--- config.mk ---
export PLATFORM = sky130hd
export DESIGN_NAME = combo_lock_ctrl
export DESIGN_NICKNAME = d
export VERILOG_FILES = /design/src/rtl/combo_lock_ctrl.sv
export SDC_FILE = /design/constraint.sdc
export NUM_CORES = 1
export LEC_CHECK = 0
export CAP_MARGIN = 15
export CELL_PAD_IN_SITES_DETAIL_PLACEMENT = 0
export CELL_PAD_IN_SITES_GLOBAL_PLACEMENT = 1
export CORE_AREA = 3 3 100 64
export DETAILED_ROUTE_END_ITERATION = 10
export DIE_AREA = 0 0 103 67
export GPL_ROUTABILITY_DRIVEN = 0
export GPL_TIMING_DRIVEN = 0
export PLACE_DENSITY_LB_ADDON = 0.1
export SETUP_SLACK_MARGIN = 0.5
export SLEW_MARGIN = 20
export SYNTH_ARGS = -nofsm -noshare
export SYNTH_HDL_FRONTEND = slang
export SYNTH_SLANG_ARGS = --single-unit
export TNS_END_PERCENT = 10
--- constraint.sdc ---
create_clock -name clk -period 2.5 [get_ports clk]
set_input_delay 0.5 -clock clk [delete_from_list [all_inputs] [get_ports clk]]
set_output_delay 0.5 -clock clk [all_outputs]
set_load 0.02 [all_outputs]
--- src/rtl/combo_lock_ctrl.sv ---
// combo_lock_ctrl: keypad combination lock with lockout and reprogrammable code; `COMBO_LOCK_TIMEOUT_EN adds an inactivity timeout
module combo_lock_ctrl #(
  parameter int CODE_LEN = 4,
  parameter logic [4*CODE_LEN-1:0] DEFAULT_CODE = {4'd0, 4'd8, 4'd2, 4'd5},
  parameter int MAX_FAIL = 3,
  parameter int LOCKOUT_CYC = 1000,
  parameter int TIMEOUT_CYC = 500
) (
  input  logic                            clk,
  input  logic                            reset,
  input  logic                            key_vld,
  input  logic [3:0]                      key_val,
  input  logic                            key_clr,
  input  logic                            prog_req,
  input  logic                            relock,
  output logic                            unlocked,
  output logic                            alarm,
  output logic [2:0]                      state,
  output logic [$clog2(CODE_LEN+1)-1:0]   digit_cnt,
  output logic [$clog2(MAX_FAIL+1)-1:0]   fail_cnt
);
  localparam int DW = $clog2(CODE_LEN+1);
  localparam int FW = $clog2(MAX_FAIL+1);
  localparam int LW = $clog2(LOCKOUT_CYC);
  localparam int EW = 4*CODE_LEN;
  localparam logic [DW-1:0] DLAST = DW'(CODE_LEN-1);
  localparam logic [FW-1:0] FLAST = FW'(MAX_FAIL-1);
  localparam logic [FW-1:0] FMAX = FW'(MAX_FAIL);
  localparam logic [LW-1:0] LINIT = LW'(LOCKOUT_CYC-1);
  typedef enum logic [2:0] {IDLE = 3'd0, ENTRY = 3'd1, OPEN = 3'd2, PROG = 3'd3, LOCKOUT = 3'd4} state_e;
  if (CODE_LEN < 2 || MAX_FAIL < 1 || LOCKOUT_CYC < 2 || TIMEOUT_CYC < 1) begin : g_bad_param
    $error("combo_lock_ctrl: parameter out of range");
  end
  state_e state_q, state_d;
  logic [EW-1:0] entry_q, entry_d, code_q, code_d, shifted;
  logic [DW-1:0] digit_q, digit_d;
  logic [FW-1:0] fail_q, fail_d;
  logic [LW-1:0] lock_q, lock_d;
  logic unlocked_q, alarm_q, dig, tmo_hit;
  assign dig = key_vld && key_val < 4'd10;
  assign shifted = {entry_q[EW-5:0], key_val};
`ifdef COMBO_LOCK_TIMEOUT_EN
  localparam int TW = $clog2(TIMEOUT_CYC+1);
  localparam logic [TW-1:0] TLAST = TW'(TIMEOUT_CYC-1);
  logic [TW-1:0] tmo_q;
  logic busy;
  assign busy = state_q == ENTRY || state_q == PROG;
  assign tmo_hit = busy && tmo_q == TLAST;
  // restarts on every accepted key and whenever the state changes
  always_ff @(posedge clk) begin
    if (!reset) tmo_q <= '0;
    else tmo_q <= (busy && state_d == state_q && !dig) ? tmo_q + 1'b1 : '0;
  end
`else
  assign tmo_hit = 1'b0;
`endif
  always_comb begin
    state_d = state_q;
    entry_d = entry_q;
    code_d = code_q;
    digit_d = digit_q;
    fail_d = fail_q;
    lock_d = lock_q;
    case (state_q)
      IDLE: if (dig) begin
        entry_d = shifted;
        digit_d = DW'(1);
        state_d = ENTRY;
      end
      ENTRY: if (key_clr || tmo_hit) begin
        digit_d = '0;
        state_d = IDLE;
      end else if (dig) begin
        entry_d = shifted;
        digit_d = digit_q == DLAST ? '0 : digit_q + 1'b1;
        if (digit_q == DLAST) begin
          if (shifted == code_q) begin
            fail_d = '0;
            state_d = OPEN;
          end else if (fail_q == FLAST) begin
            fail_d = FMAX;
            lock_d = LINIT;
            state_d = LOCKOUT;
          end else begin
            fail_d = fail_q + 1'b1;
            state_d = IDLE;
          end
        end
      end
      OPEN: if (relock) state_d = IDLE;
        else if (prog_req) begin
          digit_d = '0;
          state_d = PROG;
        end
      PROG: if (relock || key_clr || tmo_hit) begin
        digit_d = '0;
        state_d = relock ? IDLE : OPEN;
      end else if (dig) begin
        entry_d = shifted;
        digit_d = digit_q == DLAST ? '0 : digit_q + 1'b1;
        code_d = digit_q == DLAST ? shifted : code_q;
        state_d = digit_q == DLAST ? OPEN : PROG;
      end
      LOCKOUT: if (lock_q == '0) begin
        fail_d = '0;
        state_d = IDLE;
      end else lock_d = lock_q - 1'b1;
      default: state_d = IDLE;
    endcase
  end
  always_ff @(posedge clk) begin
    if (!reset) begin
      state_q <= IDLE;
      entry_q <= '0;
      code_q <= DEFAULT_CODE;
      digit_q <= '0;
      fail_q <= '0;
      lock_q <= '0;
      unlocked_q <= 1'b0;
      alarm_q <= 1'b0;
    end else begin
      state_q <= state_d;
      entry_q <= entry_d;
      code_q <= code_d;
      digit_q <= digit_d;
      fail_q <= fail_d;
      lock_q <= lock_d;
      unlocked_q <= state_d == OPEN || state_d == PROG;
      alarm_q <= state_d == LOCKOUT;
    end
  end
  assign state = state_q;
  assign unlocked = unlocked_q;
  assign alarm = alarm_q;
  assign digit_cnt = digit_q;
  assign fail_cnt = fail_q;
endmodule

==> results.md, run 1 <==
- Sw Ratio: 0.235
- Leading cell types in the layout, fill and taps excluded: dfxtp_1 (48), nand2_1 (38), nor2_1 (20)
- CP endpoint kind: register
- Register Area: 961 um^2
- Syn Inst Count: 252
- Drt total wl: 5230 um
- Area of the multi-input gates: 1230 um^2
- Startpoint types: primary input
- Pwr dens: 508 nW/um^2
- CTS tree: yes
- DRT Pass-1 Iters: 4
- Pleak: 1.08 nW
- Post-Synth Adder-Cell Area: 0.0170
- Top cell type's share of synthesized area: 0.435
- Worst-path cell with the longest stage delay: clkdlybuf4s50_1
- Hold path cells: 2
- Starting Density: 0.400
- Combinational power share: 0.073
- Final setup violating endpoints: 0
- DRC: 0
- Reg-to-reg slack, setup: 580 ps
- Worst path cell trace: clkdlybuf4s50_1 -> nor3b_2 -> nand4_4 -> nor2_2 -> nand3_1 -> buf_4 -> a221oi_1
- Worst Skew: 6.18 ps
- Initial antenna violation count: 0
- Worst skew pair latency: 290 ps
- Area delta synth->final: 20.8%
- Total Routing Usage GR: 0.164
- Mux contribution to synthesized area: 0.0641
- Peak Freq: 0.507 GHz
- Register area share after synthesis: 0.435
- Post-Layout Cell Count: 350
- Synth warnings: 0
- First-pass GRT wire length: 8640 um
- Slew HR: 0.621
- Reg2Reg Launch Point: entry_q[10]
- Final Cycle Share: 0.790
- Power share of the clock group: 0.348
- P_int: 1.04 mW
- ANT cells: 0
- Reg clk slew, reported paths: 80 ps
- RSZ-0062 raised after global routing: yes
- Slowest stage delay, CP: 450 ps
- Vias per Instance: 5.15
- IO Count: 20
- Worst-Margin Slew: 569 ps
- Peak supply drop: 0.000221 V
- Kind of critical path: primary input to register
- Iteration-0 DRC Markers: 73
- Vias in the first global route: 1634
- Part of the power in registers: 0.579
- Worst reg-to-reg path cell count: 6
- Largest net degree at the start of global routing: 15
- Clock Sinks: 48
- Min-Delay Endpoint: digit_cnt[2]
- Placed Cells: 339
- Worst EP arrival: 2170 ps
- Row count: 21
- Share of cells above drive strength 1: 0.132
- Post-Synth XOR/XNOR Area: 0.0873
- Top delay family on crit path: simple AND/OR/NAND/NOR gates
- Max-slew violation count: 0
- Critical Path RT: 2690 ps
- Area of the core: 5520 um^2
- Die area: 6900 um^2
- CP bufs+invs: 2
- Fillcell total: 547
- Synth Area in Compound Gates: 0.131
- Crit-path max FO: 10
- DP Wirelength: 3760 um
- Synth Area per Inst: 8.76 um^2
- Distinct cells, synth: 46
- Final Hold Fails: 0
- Switching power of the nets: 0.319 mW
- Commonest non-fill, non-tap cell in the layout: dfxtp_1
- Port buffer count: 18
- Hold Path Class: register to register
- CTS HTree Levels: 2
- Synthesis-stage register bit count: 48
- Share of synthesized cell area in and, or, nand and nor gates: 0.228
- Worst r2r dst: unlocked
- Antenna Nets Post-Route: 0
- Cts bufs inserted: 5
- Yosys top cell by area: dfxtp_1
- Final #Nets: 293
- Total power: 1.35 mW
- Clock root cell: clkbuf_8
- Cell area after synthesis: 2210 um^2
- Total of max-cap violations: 0
- Routed vias: 1802
- Syn Nets: 265
- Largest family of logic cells by synthesized area: simple AND/OR/NAND/NOR gates
- Hold path start: digit_cnt[2]
- GRT overflow: 0
- Top post-synthesis cells by area: dfxtp_1 (44%), nand2_1 (6.5%), xor2_1 (6.3%)
- Status: finished, final reports clean
- Routed len/inst: 14.9 um
- Clock Path Buffers: 2
- Chip Width: 103 um
- Die Height: 67 um
- Tmin final: 1970 ps
- CTS Hold Buffers Added: 0
## how the worst max path moves through the flow
stage,endpoint,from,depth (start not counted)
global placement,code_q[2],key_val[1],8
finish,state[2],key_clr,7
CTS,unlocked,key_val[0],7
global route,state[2],key_clr,7
detailed placement,code_q[2],key_val[1],8
floorplan,code_q[0],digit_cnt[0],8
## worst reg2reg max path, cell delays in order, from the launching register on
cell     delay (ps)
dfxtp_1         360
xor2_1          150
nor4_1          450
nand4_1         250
buf_4           220
o31a_1          290
nor3_1          120
## power by group through the flow
stage | combinational (mW) | clock (mW) | sequential [mW]
2_1_floorplan | 0.0543 | 0 | 0.802
3_3_place_gp | 0.0968 | 0 | 0.802
3_5_place_dp | 0.0964 | 0 | 0.801
4_1_cts | 0.0982 | 0.498 | 0.784
5_1_grt | 0.109 | 0.525 | 0.786
6_report | 0.0986 | 0.471 | 0.784
## final cells by class
| type | instances | share of cell area |
|---|---|---|
| well taps | 69 | 0.0324 |
| multi-input cells | 184 | 0.460 |
| clock inverters | 2 | 0.00375 |
| flip-flops and latches | 48 | 0.360 |
| inverters | 8 | 0.0113 |
| clock buffers | 6 | 0.0310 |
| plain buffers | 12 | 0.0263 |
| repair buffers | 21 | 0.0746 |
## synth_stat cells (all sizes together)
master,count
nand2,39
dfxtp,48
o31a,2
nor2,22
a21boi,2
a21o,1
a41o,1
a2bb2oi,1
buf,6
and2,1
xnor2,6
nor2b,3
nor3,7
a221oi,5
and3,1
or4,1
a311oi,1
a31oi,2
or4b,1
ha,3
mux2,1
a22oi,1
clkbuf,6
nand2b,4
a32oi,1
o21ai,4
mux2i,13
or2,1
o21a,2
inv,8
xor2,16
o22ai,1
a21oi,19
nor3b,2
nor4,9
nand3,9
nand4,2
## what timing repair did
item | 4_1_cts | 5_1_grt
setup buffers | 2 | 1
endpoints found under the setup margin | 40 | 25
resized for setup | 13 | 11
pin swaps | 4 | 5
endpoints found under the hold margin | 0 | 0
## per-layer routing
layer / global-route usage / vias up / share of wire / wire [um]
li1: - / 931 / - / -
met1: 0.275 / 828 / 0.58 / 3010
met2: 0.204 / 41 / 0.37 / 1920
met3: 0.0356 / 2 / 0.053 / 279
met4: 0.0242 / 0 / 0.0036 / 19
met5: 0 / - / 0 / 0
## state kept, by name (all words and copies together), names as in the netlist
| register | flops |
|---|---|
| fail_cnt | 2 |
| unlocked | 1 |
| state | 3 |
| digit_cnt | 3 |
| code_q | 16 |
| entry_q | 12 |
| alarm | 1 |
| lock_q | 10 |
## logic make-up (layout without fill, tap and decap cells)
logic type                 Yosys count  in the layout
and+or+nand+nor                    102            102
AOI/OAI and AO/OA                   43             43
adders and majority gates            3              3
muxes                               14             14
DFF                                 48             48
buffers and inverters               20             49
xor gates and xnor gates            22             22
## metrics by stage
step / cell area (um^2) / hold WS (ps) / TNS [ps] / worst slack, ps / util
2_1_floorplan: 2210 / 443 / 0 / 659 / -
3_3_place_gp: 2470 / 450 / -1100 / -85.0 / 0.448
3_5_place_dp: 2470 / 447 / -1290 / -102 / 0.448
4_1_cts: 2620 / 463 / 0 / 491 / 0.475
5_1_grt: 2670 / 475 / 0 / 464 / 0.483
6_report: 2670 / 459 / 0 / 526 / 0.483
Power figures use the tool's default switching activity.
==> inputs of run 2 (changes only) <==
clock period = 1.9 ns   (was 2.5 ns; I/O delays follow)
==> results.md, run 2 (same netlist as run 1, synthesis figures left out) <==
- Fin area: 3020 um^2
- Area delta synth->final: 36.8%
- Chip Width: 103 um
- CTS HTree Levels: 2
- Routed len/inst: 15.2 um
- Drt total wl: 5640 um
- ANT cells: 0
- Reg clk slew, reported paths: 90 ps
- Post-Layout Cell Count: 372
- Min Hold Slack: 469 ps
- Register with the most flip-flops: code_q
- Final Cycle Share: 0.939
- Share of cells above drive strength 1: 0.264
- Total of max-cap violations: 0
- Max FFs per register: 16
- Commonest non-fill, non-tap cell in the layout: dfxtp_1
- Largest net degree at the start of global routing: 14
- Peak supply drop: 0.000248 V
- First-pass GRT wire length: 9110 um
- Clock Sinks: 48
- CTS tree: yes
- Total Routing Usage GR: 0.173
- Worst path cell trace: or4_4 -> nor3_4 -> a2bb2oi_1 -> a22oi_1 -> nor2_1
- CTS Hold Buffers Added: 0
- DP Wirelength: 3780 um
- Crit-path max FO: 5
- Antenna Nets Post-Route: 0
- Vias per Instance: 5.11
- Clock root cell: clkbuf_8
- Total power: 1.76 mW
- Post-Place Cell Area: 2580 um^2
- Startpoint types: register
- Worst setup startpoint: lock_q[4]
- Slew HR: 0.628
- Worst EP arrival: 1960 ps
- CP endpoint kind: register
- Fin Setup TNS: 0 ps
- Slowest stage delay, CP: 570 ps
- Starting Density: 0.400
- Hold Path Class: register to register
- DRC: 0
- Routed vias: 1901
- Iteration-0 DRC Markers: 96
- Worst skew pair latency: 300 ps
- Final #Nets: 316
- Clock Path Buffers: 2
- GRT overflow: 0
- Die area: 6900 um^2
- Area of the core: 5520 um^2
- Top Registers: code_q x16, entry_q x12, lock_q x10
- Worst r2r dst: fail_cnt[1]
- Worst Skew: 7.90 ps
- Tmin final: 1780 ps
- RSZ-0062 raised after global routing: yes
- Die Height: 67 um
- CP Capture Point: fail_cnt[1]
- Max-slew violation count: 0
- DRT Pass-1 Iters: 4
- Worst-Margin Slew: 558 ps
- Pre-CTS WS: -528 ps
- Kind of critical path: register to register
- Pleak: 1.23 nW
- Peak Freq: 0.560 GHz
- Row count: 21
- Setup ws final: 115 ps
- Worst reg-to-reg path cell count: 5
- Reg-to-reg slack, setup: 120 ps
- Final core occ: 0.547
- Reg2Reg Launch Point: lock_q[4]
- Initial antenna violation count: 0
- Placed Cells: 339
- Port buffer count: 18
- Pwr dens: 584 nW/um^2
- Final setup violating endpoints: 0
- Leading cell types in the layout, fill and taps excluded: dfxtp_1 (41), nand2_1 (36), buf_4 (26)
- Critical Path RT: 2070 ps
- IO Count: 20
- Cts bufs inserted: 5
- Worst-path cell with the longest stage delay: or4_4
- Final Hold Fails: 0
- Status: finished, final reports clean
- Vias in the first global route: 1775
## run 2: critical path, delay by kind of cell (launching register included)
family             cells  cell delay [ps]
DFF                    1              380
AOI/OAI and AO/OA      2              350
and+or+nand+nor        3              930
## run 2: cell type report
cell class                 count  area, um^2
inverter                       8        32.5
tap                           69        86.3
multi-input combinational    184        1350
buffer                        12        95.1
clock buffer                   6        72.6
fill                         521        2500
sequential                    48         980
timing repair buffer          44         399
clock inverter                 1        5.00
## run 2: timing repair
item | in CTS | in global routing
buffers inserted | 12 | 13
setup endpoints to repair | 58 | 58
gates resized for setup | 21 | 16
pin swaps | 9 | 9
cloned | 0 | 1
## run 2: worst min path at each step
stage | start | end | slack [ps] | cells past startpoint
finish | code_q[8] | code_q[8] | 470 | 2
global route | code_q[10] | code_q[10] | 490 | 2
CTS | code_q[9] | code_q[9] | 470 | 2
detailed placement | code_q[9] | code_q[9] | 460 | 2
global placement | code_q[6] | code_q[6] | 450 | 2
floorplan | code_q[12] | code_q[12] | 440 | 2
## run 2: report_power, final
part | leakage, nW | switching, mW | internal [mW]
logic | 0.798 | 0.0815 | 0.0608
registers | 0.392 | 0.0165 | 1.01
clock network | 0.0410 | 0.341 | 0.251
## run 2: per-layer routing
layer  share of wire  up-vias  track usage
li1                -      978            -
met5               0        -            0
met3           0.054        4       0.0345
met1            0.54      888        0.273
met2            0.40       31        0.233
met4          0.0067        0       0.0436
==> inputs of run 3 (changes only) <==
SLEW_MARGIN = 10   (was 20)
TNS_END_PERCENT = unset   (was 10)
==> results.md, run 3 (same netlist as run 1, synthesis figures left out) <==
- Chip Width: 103 um
- Startpoint types: register
- Status: finished, final reports clean
- Area of the core: 5520 um^2
- DP Wirelength: 3720 um
- Starting Density: 0.400
- DRC: 0
- Hold Path Class: register to register
- Worst-Margin Slew: 651 ps
- Reg clk slew, reported paths: 90 ps
- Setup ws final: 124 ps
- Tmin final: 1780 ps
- IO Count: 20
- DRT Pass-1 Iters: 4
- Vias in the first global route: 1845
- Pwr dens: 557 nW/um^2
- Worst skew pair latency: 300 ps
- Initial antenna violation count: 0
- Fillcell total: 494
- Area delta synth->final: 50.6%
- CTS HTree Levels: 2
- Vias per Instance: 5.20
- Final Hold Fails: 0
- Cts bufs inserted: 5
- Peak supply drop: 0.000281 V
- Reg2Reg Launch Point: lock_q[0]
- Iteration-0 DRC Markers: 84
- Final setup violating endpoints: 0
- Total of max-cap violations: 0
- Routed vias: 1972
- Clock Sinks: 48
- Max-slew violation count: 0
- RSZ-0062 raised after global routing: yes
- Share of cells above drive strength 1: 0.435
- Final core occ: 0.602
- Post-Layout Cell Count: 379
- Kind of critical path: register to register
- Total Routing Usage GR: 0.179
- Clock root cell: clkbuf_8
- Critical Path RT: 2080 ps
- ANT cells: 0
- Worst reg-to-reg path cell count: 7
- Max FFs per register: 16
- Post-Place Cell Area: 2640 um^2
- GRT overflow: 0
- Die area: 6900 um^2
- Top Registers: code_q x16, entry_q x12, lock_q x10
- Fin area: 3320 um^2
- Min Hold Slack: 481 ps
- Port buffer count: 18
- Antenna Nets Post-Route: 0
- CP endpoint kind: register
- First-pass GRT wire length: 9280 um
- Pleak: 1.35 nW
- Final #Nets: 322
- Worst r2r dst: lock_q[7]
- Reg-to-reg slack, setup: 120 ps
- Worst EP arrival: 1960 ps
- CTS Hold Buffers Added: 0
- Pre-CTS WS: -410 ps
- Commonest non-fill, non-tap cell in the layout: dfxtp_1
- Slew HR: 0.566
- Crit-path max FO: 7
- Worst setup startpoint: lock_q[0]
- Peak Freq: 0.563 GHz
- Worst Skew: 3.44 ps
- Drt total wl: 5860 um
- Leading cell types in the layout, fill and taps excluded: dfxtp_1 (34), nand2_1 (22), buf_4 (21)
- Final Cycle Share: 0.935
- Routed len/inst: 15.5 um
- Largest net degree at the start of global routing: 15
- Die Height: 67 um
- CTS tree: yes
- Row count: 21
- Register with the most flip-flops: code_q
- CP Capture Point: lock_q[7]
- Placed Cells: 339
- Clock Path Buffers: 2
==> run 3: cell count changes in the layout (fill, tap and decap cells not counted), sizes merged <==
cell / before / now
clkbuf: 12 / 13
dlygate4sd2: 5 / 8
clkdlybuf4s50: 13 / 1
clkinv: 1 / 0
clkdlybuf4s15: 0 / 7
inv: 8 / 9
buf: 32 / 40
==> run 3: power breakdown <==
part	switching, mW	internal, mW	total (mW)	leakage (nW)
clock network	0.347	0.298	0.645	0.0488
registers	0.0166	1.01	1.03	0.396
logic	0.0937	0.0827	0.176	0.906
==> run 3: timing repair <==
item | CTS | global route
pin swaps | 24 | 10
cloned | 3 | 0
resized for setup | 96 | 26
endpoints found under the setup margin | 58 | 51
setup buffers | 24 | 5
==> run 3: layout make-up <==
cell class	instances	area, um^2	share of cell area
multi-input combinational	184	1530	0.460
sequential	48	988	0.297
timing repair buffer	50	484	0.146
buffer	12	111	0.0335
clock buffer	7	86.3	0.0260
tap	69	86.3	0.0260
inverter	8	32.5	0.00979
clock inverter	1	6.26	0.00188
==> run 3: critical path, stage by stage (launching register included) <==
cell and delay (ps):
dfxtp_2 330, inv_2 70, ha_4 130, or4b_4 480, o31a_4 360, nand3_4 100, xnor2_2 110, a21oi_2 60
==> run 3: how the worst min path moves through the flow <==
stage / to / start / depth (start not counted) / slack (ps)
after floorplan: code_q[12] / code_q[12] / 2 / 450
after global routing: code_q[2] / key_val[2] / 3 / 490
after global placement: code_q[1] / code_q[1] / 2 / 460
final: code_q[12] / code_q[12] / 2 / 480
after detailed placement: code_q[12] / code_q[12] / 2 / 460
after CTS: code_q[14] / code_q[14] / 2 / 480
==> run 3: per-layer routing <==
| metal | vias to the layer above | part of all wire | wire length (um) | GRT usage |
|---|---|---|---|---|
| li1 | 989 | - | - | - |
| met1 | 933 | 0.53 | 3120 | 0.277 |
| met2 | 42 | 0.40 | 2320 | 0.241 |
| met3 | 8 | 0.061 | 359 | 0.0387 |
| met4 | 0 | 0.0094 | 55 | 0.0517 |
| met5 | - | 0 | 0 | 0 |
==> run 3: per-stage QoR <==
stage,TNS [ps],total power [mW]
6_report,0,1.85
3_3_place_gp,-10530,1.19
5_1_grt,0,1.92
3_5_place_dp,-10340,1.19
4_1_cts,0,1.86
2_1_floorplan,0,1.13
